[src/rtl/i2s_rx.sv]
// rtl/i2s_rx.sv - I2S slave receiver: Philips-format deserialiser with valid/ready pair output
// SCLK/WS/SD are synchronised with equal latency; words are MSB-justified into WORD_W.
module i2s_rx #(
    parameter int SYNC_STAGES = 2,
    parameter int WORD_W      = 32
) (
    input  logic              i_clk,
    input  logic              i_nrst,
    input  logic              i_enable,
    input  logic              i_sclk,
    input  logic              i_ws,
    input  logic              i_sd,
    input  logic              i_ready,
    input  logic              i_ovr_clr,
    output logic              o_valid,
    output logic [WORD_W-1:0] o_data_left,
    output logic [WORD_W-1:0] o_data_right,
    output logic              o_overrun,
    output logic              o_busy
);

    localparam int CW = $clog2(WORD_W + 1);

    typedef enum logic [1:0] {IDLE, SYNC, RUN} state_t;

    state_t               state, state_next;
    logic [SYNC_STAGES-1:0] sclk_sync, ws_sync, sd_sync;
    logic                 sclk_s, ws_s, sd_s, sclk_d;
    logic                 sclk_rise, word_change;
    logic                 ws_prev;
    logic [CW-1:0]        bit_cntr;
    logic [WORD_W-1:0]    shift_reg, word_next, left_hold, right_word;
    logic                 pair_pend, ovr_set;

    assign sclk_s      = sclk_sync[SYNC_STAGES-1];
    assign ws_s        = ws_sync[SYNC_STAGES-1];
    assign sd_s        = sd_sync[SYNC_STAGES-1];
    assign sclk_rise   = sclk_s & ~sclk_d;
    assign word_change = ws_s != ws_prev;
    assign o_busy      = state == RUN;

    always_ff @(posedge i_clk or negedge i_nrst) begin
        if (!i_nrst) begin
            sclk_sync <= '0;
            ws_sync   <= '0;
            sd_sync   <= '0;
            sclk_d    <= 1'b0;
            ws_prev   <= 1'b0;
        end else begin
            sclk_sync <= {sclk_sync[SYNC_STAGES-2:0], i_sclk};
            ws_sync   <= {ws_sync[SYNC_STAGES-2:0], i_ws};
            sd_sync   <= {sd_sync[SYNC_STAGES-2:0], i_sd};
            sclk_d    <= sclk_s;
            if (sclk_rise) ws_prev <= ws_s;
        end
    end

    always_ff @(posedge i_clk or negedge i_nrst) begin
        if (!i_nrst) state <= IDLE;
        else         state <= state_next;
    end

    always_comb begin
        state_next = state;
        case (state)
            IDLE:    if (i_enable) state_next = SYNC;
            SYNC:    if (sclk_rise && word_change && !ws_s) state_next = RUN;
            RUN:     state_next = RUN;
            default: state_next = IDLE;
        endcase
        if (!i_enable) state_next = IDLE;
    end

    // Bits past WORD_W match no position and are dropped.
    always_comb begin
        word_next = shift_reg;
        for (int i = 0; i < WORD_W; i++) begin
            if (int'(bit_cntr) == WORD_W - 1 - i) word_next[i] = sd_s;
        end
    end

    always_ff @(posedge i_clk or negedge i_nrst) begin
        if (!i_nrst) begin
            shift_reg  <= '0;
            bit_cntr   <= '0;
            left_hold  <= '0;
            right_word <= '0;
            pair_pend  <= 1'b0;
        end else begin
            pair_pend <= 1'b0;
            if (state == IDLE) begin
                shift_reg <= '0;
                bit_cntr  <= '0;
            end else if (sclk_rise) begin
                if (word_change) begin
                    shift_reg <= '0;
                    bit_cntr  <= '0;
                    if (state == RUN && i_enable) begin
                        if (!ws_prev) begin
                            left_hold <= word_next;
                        end else begin
                            right_word <= word_next;
                            pair_pend  <= 1'b1;
                        end
                    end
                end else begin
                    shift_reg <= word_next;
                    if (bit_cntr != CW'(WORD_W)) bit_cntr <= bit_cntr + 1'b1;
                end
            end
        end
    end

    // A pending pair is lost only if the previous one is still held and not taken this cycle.
    assign ovr_set = (state != IDLE) && pair_pend && o_valid && !i_ready;

    always_ff @(posedge i_clk or negedge i_nrst) begin
        if (!i_nrst) begin
            o_valid      <= 1'b0;
            o_data_left  <= '0;
            o_data_right <= '0;
            o_overrun    <= 1'b0;
        end else begin
            if (state == IDLE) begin
                o_valid <= 1'b0;
            end else if (pair_pend && !ovr_set) begin
                o_valid      <= 1'b1;
                o_data_left  <= left_hold;
                o_data_right <= right_word;
            end else if (o_valid && i_ready) begin
                o_valid <= 1'b0;
            end
            if (ovr_set)        o_overrun <= 1'b1;
            else if (i_ovr_clr) o_overrun <= 1'b0;
        end
    end

endmodule

[config.mk]
export PLATFORM = sky130hd
export DESIGN_NAME = i2s_rx
export DESIGN_NICKNAME = d
export VERILOG_FILES = /design/src/rtl/i2s_rx.sv
export SDC_FILE = /design/constraint.sdc
export NUM_CORES = 1
export LEC_CHECK = 0
export CORE_AREA = 2 2 157 98
export CTS_CLUSTER_DIAMETER = 40
export DETAILED_ROUTE_END_ITERATION = 8
export DIE_AREA = 0 0 159 100
export GPL_TIMING_DRIVEN = 1
export MAX_ROUTING_LAYER = met4
export PLACE_DENSITY = 0.79
export SYNTH_ARGS = -nofsm -noshare
export SYNTH_HDL_FRONTEND = slang
export SYNTH_SLANG_ARGS = --single-unit
export TNS_END_PERCENT = 100
[constraint.sdc]
create_clock -name i_clk -period 2.3 [get_ports i_clk]
set_input_delay 0.46 -clock i_clk [delete_from_list [all_inputs] [get_ports i_clk]]
set_output_delay 0.46 -clock i_clk [all_outputs]
set_load 0.005 [all_outputs]
==> results_dict.tcl, run 1 <==
set metrics [dict create \
    synth_edf_count 0 \
    r2r_start "bit_cntr[4]" \
    route.detailed.drc 0 \
    synth-seq-cells 179 \
    insertion_delay_ns 0.44 \
    port_buffers 74 \
    synth_top_cell_area_share_pct 54.5 \
    worst_setup_path_end_kind "primary output" \
    grt-ovfl-total 0 \
    hpwlAfterDp_um 14500 \
    crit_chain "inv_1 -> ha_2 -> clkdlybuf4s50_1" \
    vias_per_cell 6.53 \
    hp-start "sd_sync[0]" \
    synth_area_leaders "dfrtp_1 55%, mux2_1 8.2%, nand3_1 5.1%, a31oi_1 5.0%, a21oi_1 4.1%" \
    p_leak_nw 4.46 \
    holdPathStages 0 \
    routedWlPerCell_um 20.8 \
    reg2reg_slack_ns 0.18 \
    clock.fmax_mhz 454 \
    crit_arrival_ns 1.74 \
    antenna_found_initial 0 \
    crit_buf_inv 2 \
    die_h_um 100 \
    start_kind "flop" \
    vias 6683 \
    htree_levels 4 \
    finalSetupTns_ns 0 \
    hold_class "flop to flop" \
    path_class "flop to primary output" \
    core.rowCount 35 \
    firstDrtPassIters 6 \
    syn_area_per_cell_um2 11.0 \
    synthArstFlopShare_pct 100 \
    grt_pass1_wl_um 34600 \
    grt_usage_pct 28.6 \
    drive_above_1_share_pct 11.7 \
    worst_hold_slack_ns 0.349 \
    drv_slew 0 \
    p_per_area_nw_per_um2 804 \
    cp.required_ns 1.84 \
    syn_nets 767 \
    seq_power_share_pct 47.7 \
    hold_violations 0 \
    insertedDiodeCount 0 \
    grt_max_degree 65 \
    io_pins 75 \
    slew_headroom_pct 54.6 \
    start_util_pct 55.8 \
    cts_buffer_depth 2 \
    crit_slowest_cell "clkdlybuf4s50_1" \
    areaGrowthSynthToFinish_pct 19.8 \
    final_nets 825 \
    p_switching_mw 2.41 \
    rsz0062_at_grt "false" \
    postLayoutCoreUtil_pct 66.9 \
    clkPwrFrac_pct 37.5 \
    design_area_um2 9840 \
    yosysTopAreaCell "dfrtp_1" \
    dieArea_um2 15900 \
    path_delay_family "buffers and inverters" \
    grt_pass1_vias 6533 \
    placed_area_um2 9220 \
    cap_violations 0 \
    crit_fanout 4 \
    synth_common_cells "179 x dfrtp_1, 83 x nand3_1, 67 x a21oi_1" \
    worst_slew_pin_slew_ns 0.681 \
    cts_tree "done" \
    synth_cells 750 \
    finalWeightedCongestion 0.914 \
    reg2regPathDepth 4 \
    first_iter_violations 987 \
    slowest_delay_ns 0.52 \
    yosysSeqAreaShare_pct 54.5 \
    yosysMostFrequentCell "dfrtp_1" \
    antenna_left 0 \
    synthFlopType "dfrtp_1" \
    numCtsBuffers 17 \
    ir_worst_vdd_uv 505 \
    core_um2 14700 \
    die_x_um 159 \
    setup-violations-final 0 \
    skew_ns 0.0124 \
    p_int_mw 5.50 \
    wirelength_um 21300 \
    hold_end "sd_sync[1]" \
    cts_num_sinks 179 \
    ys_types 52 \
    syn_area_um2 8210 \
    period_share_pct 95.7 \
    min_period_ns 2.20 \
    worstReg2RegEnd "right_word[27]" \
    p_comb_share_pct 14.7 \
    outcome "finished, final reports clean" \
    ys_warn_count 0 \
    cts_root_buffer "clkbuf_16" \
    p_sw_share_pct 30.5 \
    cts.clk_slew.worst_paths_ns 0.07 \
]
layer usage:
layer,wire length [um],vias to the layer above,track usage (%),share of wire (%)
li1,-,2919,-,-
met1,9130,3289,39.1,43
met2,9620,428,42.5,45
met3,2170,47,6.98,10
met4,422,0,9.58,2.0
met5,0,-,-,0
layout by cell type (no fill, tap or decap), types with 2 or more instances in the layout:
master	count
buf_4	34
a211oi_1	4
nand3b_1	5
inv_8	6
clkinv_4	3
nor3b_1	8
and3b_1	4
nor3b_2	2
a21oi_1	67
a31oi_1	65
nand2b_1	7
mux2i_1	2
and2_1	2
nor4bb_1	2
and3_1	3
mux2_2	4
nor2b_1	8
o22ai_1	5
nor2_1	3
nand3_1	83
buf_12	6
inv_1	9
nor3_1	2
dfrtp_1	179
ha_1	8
o21ai_0	12
mux2_1	60
nand2_1	30
or3b_1	2
clkdlybuf4s50_1	73
o211ai_1	26
o21ai_2	2
o211ai_2	8
o21ai_1	25
and4bb_2	2
nand4_1	14
clkbuf_16	17
clkinv_8	2
or3_1	3
worst reg2reg max path, stage by stage, from the launching register on:
cell     delay, ns
dfrtp_1       0.61
buf_4         0.27
or3_1         0.65
o21ai_1       0.33
a31oi_1       0.13
stage by stage:
step           total power [mW]  std cells  setup WS (ns)
2_1_floorplan              4.46        750          0.549
3_3_place_gp               4.88        991          0.225
3_5_place_dp               4.95        991          0.168
4_1_cts                    7.90       1024         0.0460
5_1_grt                    8.24       1024         0.0171
6_report                   7.91       1024         0.0991
worst max-delay path by stage:
stage	start	end	slack, ns	cells past startpoint
after floorplan	state[0]	o_data_left[0]	0.55	7
final	state[0]	o_busy	0.1	3
after CTS	state[0]	o_busy	0.05	3
after global placement	i_enable	left_hold[17]	0.22	5
after global routing	state[0]	o_busy	0.02	3
after detailed placement	i_enable	left_hold[15]	0.17	5
layout make-up:
cell class,count,area [um2]
Clock buffer,17,425
Clock inverter,15,185
Fill cell,1119,4870
Inverter,10,37.5
Multi-Input combinational cell,485,3340
Sequential cell,179,4480
Tap cell,203,254
Timing Repair Buffer,115,1130
power groups by stage:
stage               Clock, mW  Combinational [mW]  Sequential (mW)
floorplan                   0               0.742             3.71
global placement            0                1.07             3.81
detailed placement          0                1.12             3.83
CTS                      2.98                1.14             3.77
global route             3.14                1.28             3.82
finish                   2.97                1.16             3.78
repair_timing:
item	in CTS	in global routing
setup buffers	0	0
gates resized for setup	0	1
hold buffers	1	0
hold endpoints to repair	34	0
endpoints found under the setup margin	0	1
logic make-up (layout without fill, tap and decap cells):
logic type | count (synthesis) | count (layout) | share of synthesized area [%]
compound gates | 220 | 220 | 16.5
fa+ha+maj | 9 | 9 | 1.37
mux | 66 | 66 | 9.02
buf+inv | 86 | 157 | 5.21
flops | 179 | 179 | 54.5
simple gates | 190 | 190 | 13.4
Power figures use the tool's default switching activity.
==> run 2: changes to the inputs <==
Settings changed: CAP_MARGIN from default to 20.
==> results of run 2 <==
No change in the layout: final DEF, timing and power equal those of run 1.
